$ cat src/rtl/ai_core_pkg.sv
// Shared types and elaboration helpers for the dot-product datapath.
// Holds the accumulator FSM encoding and the width legality check.
package ai_core_pkg;

  typedef enum logic {
    IDLE  = 1'b0,
    ACCUM = 1'b1
  } acc_state_e;

  // The accumulator must be at least as wide as a resolved beat.
  function automatic bit widths_ok(input int in_width, input int acc_width);
    return acc_width >= in_width;
  endfunction

endpackage

$ cat src/rtl/carry_propagate_adder.sv
// Plain ripple/CPA adder: sum = a + b with the carry out of the top bit.
module carry_propagate_adder #(
  parameter int WIDTH = 8
) (
  input  logic [WIDTH-1:0] a,
  input  logic [WIDTH-1:0] b,
  output logic [WIDTH-1:0] sum,
  output logic             cout
);

  assign {cout, sum} = {1'b0, a} + {1'b0, b};

endmodule

$ cat src/rtl/sign_extender.sv
// Widens a value to OUT_WIDTH, replicating the MSB when is_signed is set.
module sign_extender #(
  parameter int IN_WIDTH  = 8,
  parameter int OUT_WIDTH = 16
) (
  input  logic [IN_WIDTH-1:0]  din,
  input  logic                 is_signed,
  output logic [OUT_WIDTH-1:0] dout
);

  logic ext_bit;

  assign ext_bit = is_signed & din[IN_WIDTH-1];

  // Fill with the extension bit first so OUT_WIDTH == IN_WIDTH needs no special case.
  always_comb begin
    dout                 = {OUT_WIDTH{ext_bit}};
    dout[IN_WIDTH-1:0]   = din;
  end

endmodule

$ cat src/rtl/csa_accumulator.sv
// Resolves redundant sum/carry beats, accumulates them per group delimited by
// in_last, and emits one registered total per group through a valid/ready port.
module csa_accumulator
  import ai_core_pkg::*;
#(
  parameter int IN_WIDTH  = 14,
  parameter int ACC_WIDTH = 32,
  parameter int CNT_WIDTH = 8
) (
  input  logic                 clk,
  input  logic                 rst,
  input  logic                 in_valid,
  output logic                 in_ready,
  input  logic [IN_WIDTH-1:0]  in_sum,
  input  logic [IN_WIDTH-1:0]  in_carry,
  input  logic                 in_last,
  input  logic                 is_signed,
  output logic                 out_valid,
  input  logic                 out_ready,
  output logic [ACC_WIDTH-1:0] out_data,
  output logic                 out_overflow,
  output logic [CNT_WIDTH-1:0] out_count
);

  if (!widths_ok(IN_WIDTH, ACC_WIDTH)) begin : g_width_error
    $error("csa_accumulator: ACC_WIDTH must be >= IN_WIDTH");
  end

  localparam logic [CNT_WIDTH-1:0] CNT_ONE = CNT_WIDTH'(1);

  // Handshake: a transfer happens on a rising edge where valid && ready are both
  // high. valid never waits on ready; once raised, valid and its payload hold
  // until the transfer. The whole pipeline moves as one: when a result is
  // pending and not taken, in_ready drops and every stage freezes.
  logic advance;

  assign advance  = !out_valid || out_ready;
  assign in_ready = advance;

  // ---------------- Stage 1: carry-propagate resolve and extend ----------------
  logic [IN_WIDTH-1:0]  in_resolved;
  logic                 in_cout_unused;
  logic [ACC_WIDTH-1:0] in_ext;

  carry_propagate_adder #(.WIDTH(IN_WIDTH)) u_cpa_in (
    .a    (in_sum),
    .b    (in_carry),
    .sum  (in_resolved),
    .cout (in_cout_unused)
  );

  sign_extender #(.IN_WIDTH(IN_WIDTH), .OUT_WIDTH(ACC_WIDTH)) u_ext (
    .din       (in_resolved),
    .is_signed (is_signed),
    .dout      (in_ext)
  );

  logic                 s1_valid;
  logic [ACC_WIDTH-1:0] s1_v;
  logic                 s1_last;
  logic                 s1_signed;

  always_ff @(posedge clk or posedge rst) begin
    if (rst) begin
      s1_valid  <= 1'b0;
      s1_v      <= '0;
      s1_last   <= 1'b0;
      s1_signed <= 1'b0;
    end else if (advance) begin
      s1_valid <= in_valid;
      if (in_valid) begin
        s1_v      <= in_ext;
        s1_last   <= in_last;
        s1_signed <= is_signed;
      end
    end
  end

  // ---------------- Stage 2: group accumulator FSM ----------------
  acc_state_e           state, state_d;
  logic [ACC_WIDTH-1:0] acc, acc_d;
  logic [CNT_WIDTH-1:0] cnt, cnt_d;
  logic                 sticky, sticky_d;
  logic                 group_signed, group_signed_d;

  logic                 s2_valid, s2_valid_d;
  logic [ACC_WIDTH-1:0] s2_data, s2_data_d;
  logic                 s2_ovf, s2_ovf_d;
  logic [CNT_WIDTH-1:0] s2_cnt, s2_cnt_d;

  logic [ACC_WIDTH-1:0] acc_sum;
  logic                 acc_cout;
  logic                 beat_ovf;
  logic [CNT_WIDTH-1:0] cnt_inc;

  carry_propagate_adder #(.WIDTH(ACC_WIDTH)) u_cpa_acc (
    .a    (acc),
    .b    (s1_v),
    .sum  (acc_sum),
    .cout (acc_cout)
  );

  // Overflow follows the mode latched at the start of the group, not the beat's own flag.
  assign beat_ovf = group_signed
                  ? ((acc[ACC_WIDTH-1] == s1_v[ACC_WIDTH-1]) &&
                     (acc_sum[ACC_WIDTH-1] != acc[ACC_WIDTH-1]))
                  : acc_cout;

  assign cnt_inc = (cnt == {CNT_WIDTH{1'b1}}) ? cnt : cnt + CNT_ONE;

  always_comb begin
    state_d        = state;
    acc_d          = acc;
    cnt_d          = cnt;
    sticky_d       = sticky;
    group_signed_d = group_signed;
    s2_valid_d     = 1'b0;
    s2_data_d      = s2_data;
    s2_ovf_d       = s2_ovf;
    s2_cnt_d       = s2_cnt;
    if (s1_valid) begin
      case (state)
        IDLE: begin
          if (s1_last) begin
            s2_valid_d = 1'b1;
            s2_data_d  = s1_v;
            s2_ovf_d   = 1'b0;
            s2_cnt_d   = CNT_ONE;
          end else begin
            acc_d          = s1_v;
            cnt_d          = CNT_ONE;
            sticky_d       = 1'b0;
            group_signed_d = s1_signed;
            state_d        = ACCUM;
          end
        end
        ACCUM: begin
          if (s1_last) begin
            s2_valid_d = 1'b1;
            s2_data_d  = acc_sum;
            s2_ovf_d   = sticky | beat_ovf;
            s2_cnt_d   = cnt_inc;
            acc_d      = '0;
            cnt_d      = '0;
            sticky_d   = 1'b0;
            state_d    = IDLE;
          end else begin
            acc_d    = acc_sum;
            cnt_d    = cnt_inc;
            sticky_d = sticky | beat_ovf;
          end
        end
        default: state_d = IDLE;
      endcase
    end
  end

  always_ff @(posedge clk or posedge rst) begin
    if (rst) begin
      state        <= IDLE;
      acc          <= '0;
      cnt          <= '0;
      sticky       <= 1'b0;
      group_signed <= 1'b0;
      s2_valid     <= 1'b0;
      s2_data      <= '0;
      s2_ovf       <= 1'b0;
      s2_cnt       <= '0;
    end else if (advance) begin
      state        <= state_d;
      acc          <= acc_d;
      cnt          <= cnt_d;
      sticky       <= sticky_d;
      group_signed <= group_signed_d;
      s2_valid     <= s2_valid_d;
      s2_data      <= s2_data_d;
      s2_ovf       <= s2_ovf_d;
      s2_cnt       <= s2_cnt_d;
    end
  end

  // ---------------- Output register ----------------
  // On advance the pending result was either absent or just taken, so valid
  // simply follows whether a new total arrives this cycle.
  always_ff @(posedge clk or posedge rst) begin
    if (rst) begin
      out_valid    <= 1'b0;
      out_data     <= '0;
      out_overflow <= 1'b0;
      out_count    <= '0;
    end else if (advance) begin
      out_valid <= s2_valid;
      if (s2_valid) begin
        out_data     <= s2_data;
        out_overflow <= s2_ovf;
        out_count    <= s2_cnt;
      end
    end
  end

endmodule

$ cat config.mk
export PLATFORM = sky130hd
export DESIGN_NAME = csa_accumulator
export DESIGN_NICKNAME = d
export VERILOG_FILES = /design/src/rtl/ai_core_pkg.sv /design/src/rtl/carry_propagate_adder.sv /design/src/rtl/sign_extender.sv /design/src/rtl/csa_accumulator.sv
export SDC_FILE = /design/constraint.sdc
export NUM_CORES = 1
export LEC_CHECK = 0
export ABC_CLOCK_PERIOD_IN_PS = 3900
export BUFFER_PORTS_ARGS = -buffer_cell sky130_fd_sc_hd__buf_2
export CELL_PAD_IN_SITES_DETAIL_PLACEMENT = 1
export CELL_PAD_IN_SITES_GLOBAL_PLACEMENT = 2
export CORE_MARGIN = 4
export CORE_UTILIZATION = 34
export DETAILED_ROUTE_END_ITERATION = 12
export PLACE_DENSITY_LB_ADDON = 0.12
export SLEW_MARGIN = 0
export SYNTH_ARGS = -nofsm -noshare
export SYNTH_HDL_FRONTEND = slang
export SYNTH_SLANG_ARGS = --single-unit
$ cat constraint.sdc
create_clock -name clk -period 3.9 [get_ports clk]
set_input_delay 0.195 -clock clk [delete_from_list [all_inputs] [get_ports clk]]
set_output_delay 0.195 -clock clk [all_outputs]
set_load 0.05 [all_outputs]
==> key figures, run 1 <==
Die
  – Die W: ~160 um
  – Die area: about 0.027 sq mm
  – Die height: 163.9 um
  – # rows: 56
  – Total core area: between 0.02 and 0.025 sq mm
  – Num ports: 77
  – Initial core utilization: 0.3490

Clock tree
  – H-tree depth: 4
  – Worst-Skew Late Latency: 0.43 ns
  – # hold bufs at CTS: 1
  – # Post-CTS Setup Buffers: 0
  – Deepest clock path buffer count: 2
  – Clock buffer count from CTS: 17
  – CTS root buffer: clkbuf_16
  – CTS resizes: 0
  – Clock Sinks: 145
  – Clk slew on worst S/H paths: around 0.070 ns
  – TritonCTS clock tree: done

Final layout
  – Share of layout cells above drive strength 1: 0.1954
  – Synth-to-layout area growth: 16.71%
  – Area of the multi-input gates: around 0.0044 sq mm
  – Final Cell Area: 0.009647 sq mm
  – Reg area: 0.003630 sq mm
  – Nets: 1016
  – Filler instances: 2746
  – Diodes inserted: 0

STA
  – Hold Fails Final Rpt: 0
  – RSZ-0062 raised after global routing: no
  – Setup Skew: 0.01172 ns
  – Fmax: around 0.30 GHz
  – Period utilization: 0.8641
  – Final Slew Violations: 0
  – Setup violators final: 0
  – Fin worst setup slack: 0.5301 ns
  – Slew headroom: 0.3473
  – Setup_tns: 0 ns
  – Worst-Margin Slew: roughly 0.98 ns
  – Final Critical Period: approximately 3.4 ns

Global route
  – Total global routing overflow: 0
  – Overall Global Routing Usage: 0.1863
  – Initial antenna violation count: 1
  – Maximum number of pins on one net before global-route repair: 146
  – First-pass GRT wire length: roughly 40000 um
  – Vias in the first global route: 7002

Pwr
  – Leakage: ~0.0046 uW
  – Sequential power share: 0.300
  – Net Switching: roughly 4000 uW
  – Combinational power share: 0.503
  – Internal Pwr Total: 4465 uW
  – Peak supply drop: approximately 0.34 mV
  – Tot Pwr: between 8000 and 9000 uW
  – Sw frac: 0.4729
  – Clock share of power: 0.197
  – Power density over cell area: around 900 mW/mm^2

Placement
  – Gpl congestion: 0.8341
  – Setup WS pre-CTS: 0.5409 ns
  – IO buf count: 76
  – Hpwl dp: approximately 18000 um
  – Post-DP Area: 0.009046 sq mm

Outcome
  – Outcome: finished, final reports clean

Routing
  – Via density: 5.330
  – Vias: 6748
  – Antenna viol nets, final: 0
  – DR WL/cell: roughly 19 um
  – Final WL: 24340 um
  – Drt pass-1 iters: 5
  – Initial drt markers: 386
  – Residual DRC count: 0

Critical path
  – Critical Path Start Type: register
  – Reg2Reg Setup Slack: 0.53 ns
  – Critical path buffer and inverter count: 0
  – CP arrival: about 3.7 ns
  – Reg2reg end: acc[22]$_DFFE_PP0P_
  – R2r startpoint: s1_v[0]$_DFFE_PP0P_
  – Kind of end point of the critical path: register
  – Crit-path cells: ha_1 -> fa_1 -> a211oi_1 -> o21ai_2 -> o2111ai_2 -> or4_4 -> nand3_2 -> a221oi_1 -> o21ai_0 -> mux2i_1 -> nand2_1
  – Worst r2r path cells: 11
  – Slowest-stage cell, CP: a221oi_1
  – Top delay family on crit path: compound AO/OA/AOI/OAI gates
  – Max incr delay on CP: 0.49 ns
  – Max FO, Critical Path: 4
  – CP Class: reg -> reg
  – Worst path required time: 4.21 ns

Logic synthesis
  – Yosys top cell area share: 0.4390
  – Async set or reset register ratio after synthesis: 1.000
  – Syn nets: 945
  – Post-synth top area cell: dfrtp_1
  – Post-synth design cell area: 0.008265 sq mm
  – FF+latch count, synth: 145
  – Post-synth EDFFs: 0
  – Mapped Cells: roughly 860
  – Synth top area cells: dfrtp_1 44%, ha_1 7.0%, mux2_2 6.1%, a21oi_1 4.7%, nand2_1 4.6%
  – Avg Inst Size Synth: between 9 and 10 sq um
  – Yosys warns: 0
  – Sequential share of the synthesized area: 0.4390
  – Synth unique cells: 57
  – Top FF cell, synth: dfrtp_1

Min path
  – Hold Crit Class: in -> async

Job
  – Max Cap Violations: 0
[area by class of cell]
type,count,share of cell area
Tap cell,319,0.04137
Clock buffer,18,0.04449
Clock inverter,14,0.01673
Timing Repair Buffer,97,0.05733
Inverter,20,0.008171
Sequential cell,145,0.3763
Multi-Input combinational cell,653,0.4556
[worst min-delay path, cell delays in order]
cell,delay [ns]
buf_2,0.11
clkinvlp_4,0.07
buf_12,0.58
[layer usage]
layer	track usage	routed length, um	up-vias	share of wire
met3	0.03011	907	17	0.037
li1	-	-	3252	-
met1	0.2719	12280	3352	0.50
met5	0	0	-	0
met2	0.2926	10910	127	0.45
met4	0.04003	244	0	0.010
[logic make-up (layout without fill, tap and decap cells)]
| family | count (synthesis) | in the layout | share of synthesized area |
|---|---|---|---|
| AO/OA/AOI/OAI | 247 | 247 | 0.1933 |
| XOR/XNOR | 41 | 41 | 0.04345 |
| adder cells (fa/ha/maj) | 48 | 48 | 0.07448 |
| buffers and inverters | 65 | 149 | 0.02982 |
| flip-flops | 145 | 145 | 0.4390 |
| multiplexers | 61 | 61 | 0.08068 |
| AND/OR/NAND/NOR | 256 | 256 | 0.1393 |
[synthesized netlist by cell type, types with 8 or more instances]
cell      instances
mux2_2           45
o21ai_0          71
mux2i_1          16
a21oi_1          77
xnor2_1          27
dfrtp_1         145
and3_1           18
a21o_1           18
nand2b_1          8
ha_1             46
xor2_1           14
nor3_1           13
clkbuf_1         38
nand2_1         102
nor2_1           69
inv_1            20
a221o_1          18
nand3_1          19
[how the worst max path moves through the flow]
stage | slack (ns) | from | endpoint | depth (start not counted)
3_5_place_dp | 0.54 | s1_v[0]$_DFFE_PP0P_ | acc[30]$_DFFE_PP0P_ | 11
5_1_grt | 0.15 | s1_v[14]$_DFFE_PP0P_ | s2_ovf$_DFFE_PP0P_ | 11
3_3_place_gp | 0.62 | s1_v[14]$_DFFE_PP0P_ | s2_data[31]$_DFFE_PP0P_ | 11
6_report | 0.53 | s1_v[0]$_DFFE_PP0P_ | acc[22]$_DFFE_PP0P_ | 11
4_1_cts | 0.52 | s1_v[0]$_DFFE_PP0P_ | s2_data[30]$_DFFE_PP0P_ | 11
2_1_floorplan | 0.89 | s1_v[14]$_DFFE_PP0P_ | s2_ovf$_DFFE_PP0P_ | 11
[cells in the final DEF, fill, tap and decap left out, types with 3 or more instances in the layout]
| master | synthesis | layout |
|---|---|---|
| dfrtp_1 | 145 | 144 |
| nand2_1 | 102 | 101 |
| a21oi_1 | 77 | 77 |
| buf_2 | 1 | 76 |
| o21ai_0 | 71 | 71 |
| nor2_1 | 69 | 68 |
| ha_1 | 46 | 46 |
| mux2_2 | 45 | 45 |
| xnor2_1 | 27 | 27 |
| inv_1 | 20 | 19 |
| nand3_1 | 19 | 19 |
| buf_4 | 0 | 19 |
| a21o_1 | 18 | 18 |
| a221o_1 | 18 | 18 |
| and3_1 | 18 | 18 |
| clkbuf_16 | 0 | 17 |
| mux2i_1 | 16 | 16 |
| xor2_1 | 14 | 14 |
| nor3_1 | 13 | 13 |
| nand2b_1 | 8 | 8 |
| nor2b_1 | 7 | 7 |
| a211oi_1 | 7 | 7 |
| o21a_1 | 7 | 7 |
| nand4_1 | 6 | 6 |
| a22oi_1 | 6 | 6 |
| inv_6 | 0 | 5 |
| a31oi_1 | 4 | 4 |
| o41ai_1 | 4 | 4 |
| o211ai_1 | 4 | 4 |
| and2_1 | 4 | 4 |
| inv_8 | 0 | 4 |
| o2111ai_1 | 3 | 3 |
| o21bai_1 | 3 | 3 |
| a221oi_1 | 3 | 3 |
| o31ai_1 | 3 | 3 |
| o21ai_1 | 3 | 3 |
| clkinv_4 | 0 | 3 |
[sequential cells by signal, summed over array words and instances, names as in the netlist]
register / cells
cnt: 8
out_count: 8
sticky: 1
s1_last: 1
acc: 32
out_overflow: 1
s2_valid: 1
s1_signed: 1
out_valid: 1
group_signed: 1
s2_ovf: 1
s1_valid: 1
s1_v: 15
out_data: 32
state: 1
s2_data: 32
s2_cnt: 8
[power by group through the flow]
stage                     sequential (uW)  clock, uW  combinational (uW)
after floorplan                      3010          0                2510
final                                2540       1670                4260
after global routing                 2620       1790                4670
after CTS                            2550       1710                4280
after detailed placement             2570          0                4260
after global placement               2540          0                4190
[metrics by stage]
step | hold slack, ns | std cells | util
3_5_place_dp | 0.4512 | 1233 | 0.3820
4_1_cts | 0.01386 | 1266 | 0.4073
3_3_place_gp | 0.4390 | 1233 | 0.3820
5_1_grt | 0.05903 | 1266 | 0.4073
6_report | 0.02538 | 1266 | 0.4073
2_1_floorplan | 0.3399 | 863 | -
(Power assumes the default switching activity.)
==> inputs of run 2 (changes only) <==
ABC_CLOCK_PERIOD_IN_PS = 3300   (was 3900)
CORE_UTILIZATION = 38   (was 34)
GPL_TIMING_DRIVEN = 0   (was not set)
clock period = 3.3 ns   (was 3.9 ns; I/O delays follow)
==> run 2 against run 1 <==
- cell area increased by 2.0%
- maximum frequency increased by 6.6%
- clock-buffer cell count decreased by 1
- clock skew increased by 0.0022 ns
- largest cell class unchanged
- highest routed layer unchanged
==> key figures, run 2 (synthesis gave the netlist of run 1 again) <==
Final layout
  – Synth-to-layout area growth: 19.07%
  – Largest regs: acc: 32 flops, out_data: 32 flops, s2_data: 32 flops
  – Most common cell after layout, fill and taps aside: dfrtp_1
  – Final Cell Area: 0.009842 sq mm
  – Diodes inserted: 0
  – Most frequent cells in the layout: 144 x dfrtp_1, 102 x nand2_1, 77 x a21oi_1, 77 x buf_2, 69 x o21ai_0
  – Area of the multi-input gates: 0.004524 sq mm
  – Share of layout cells above drive strength 1: 0.1951
  – Reg area: 0.003632 sq mm
  – Nets: 1049
  – Filler instances: 2432

Critical path
  – Worst path required time: 3.61 ns
  – Critical Path Start Type: register
  – Kind of end point of the critical path: register
  – CP arrival: 3.47 ns
  – CP Class: reg -> reg
  – Max FO, Critical Path: 3

Outcome
  – Outcome: finished, final reports clean

Clock tree
  – Clock buffer count from CTS: 17
  – Deepest clock path buffer count: 2
  – Clock Sinks: 145
  – Worst-Skew Late Latency: 0.43 ns
  – CTS root buffer: clkbuf_16
  – TritonCTS clock tree: done
  – Clk slew on worst S/H paths: 0.07 ns
  – H-tree depth: 4

Routing
  – Vias: 6970
  – Final WL: 25410 um
  – DR WL/cell: 20.26 um
  – Initial drt markers: 362
  – Via density: 5.558
  – Antenna viol nets, final: 0
  – Drt pass-1 iters: 4
  – Residual DRC count: 0

Placement
  – IO buf count: between 70 and 80
  – Post-DP Area: a little over 0.009 sq mm
  – Hpwl dp: 19590 um
  – Gpl congestion: 0.8496

STA
  – Fmax: 0.3164 GHz
  – Final Critical Period: approximately 3.2 ns
  – Setup violators final: 0
  – Hold Fails Final Rpt: 0
  – RSZ-0062 raised after global routing: no
  – Worst-Margin Slew: roughly 1.0 ns
  – Final Slew Violations: 0
  – Setup_tns: 0 ns
  – Period utilization: 0.9577
  – Setup Skew: 0.01393 ns
  – Slew headroom: 0.3271
  – Hold_ws: 0.04892 ns

Global route
  – Overall Global Routing Usage: 0.2161
  – Total global routing overflow: 0
  – Initial antenna violation count: 0
  – Vias in the first global route: roughly 7400
  – First-pass GRT wire length: 41320 um
  – Maximum number of pins on one net before global-route repair: 42

Die
  – Total core area: ~0.021 sq mm
  – Die W: 155.5 um
  – Initial core utilization: 0.3895
  – Die height: around 160 um
  – # rows: between 50 and 60
  – Num ports: 77
  – Die area: 0.02417 sq mm

Job
  – Max Cap Violations: 0

Min path
  – Hold Crit Class: in -> reg

Pwr
  – Leakage: 0.004676 uW
  – Power density over cell area: 1033 mW/mm^2
  – Tot Pwr: roughly 10000 uW
  – Peak supply drop: 0.4135 mV
-- run 2: cell type report --
class | count | share of cell area
Tap cell | 275 | 0.03496
Clock inverter | 14 | 0.01475
Timing Repair Buffer | 89 | 0.05441
Sequential cell | 145 | 0.3691
Clock buffer | 17 | 0.04322
Inverter | 20 | 0.008009
Buffer | 41 | 0.01589
Multi-Input combinational cell | 653 | 0.4597
-- run 2: through the flow --
step           setup slack, ns  utilization  cells
3_3_place_gp           -0.6859       0.4238   1214
2_1_floorplan           0.2893            -    863
6_report                0.1395       0.4638   1254
5_1_grt                0.01384       0.4638   1254
3_5_place_dp           -0.7321       0.4276   1218
4_1_cts                0.01527       0.4598   1252
-- run 2: critical path: stages, from the launching register on --
cell and delay (ns):
dfrtp_1 0.41, ha_1 0.25, fa_1 0.44, a211oi_2 0.23
o21ai_2 0.10, o2111ai_2 0.27, or4_4 0.22, nand3_2 0.15
a31oi_4 0.27, xor2_1 0.23, nor2_1 0.12, a221o_1 0.36
-- run 2: power by group --
group | internal (uW) | total (uW) | switching (uW)
sequential | 2460 | 2980 | 525
combinational | 1790 | 5260 | 3470
clock | 1060 | 1920 | 857
-- run 2: path summary, 6_finish.rpt --
check	to	start	cells after the start	slack, ns
min in group asynchronous	out_data[1]$_DFFE_PP0P_	rst	3	0.26
worst min-delay path	s1_v[14]$_DFFE_PP0P_	in_valid	3	0.05
worst max register to register	acc[18]$_DFFE_PP0P_	s1_v[0]$_DFFE_PP0P_	11	0.14
worst min register to register	s2_cnt[4]$_DFFE_PP0P_	s2_cnt[4]$_DFFE_PP0P_	2	0.47
worst max-delay path	acc[18]$_DFFE_PP0P_	s1_v[0]$_DFFE_PP0P_	11	0.14
max in group asynchronous	out_data[18]$_DFFE_PP0P_	rst	5	2.30
-- run 2: metal layers --
metal,track usage,share of wire
met1,0.3142,0.50
met2,0.3485,0.47
met3,0.02197,0.026
met4,0.05127,0.0095
met5,0,0
-- run 2: repair_timing --
action	4_1_cts	5_1_grt
endpoints found under the setup margin	25	23
gates cloned	0	0
hold buffers	3	0
pin swaps	4	8
hold endpoints to repair	12	0
resized for setup	14	10
setup buffers	1	5
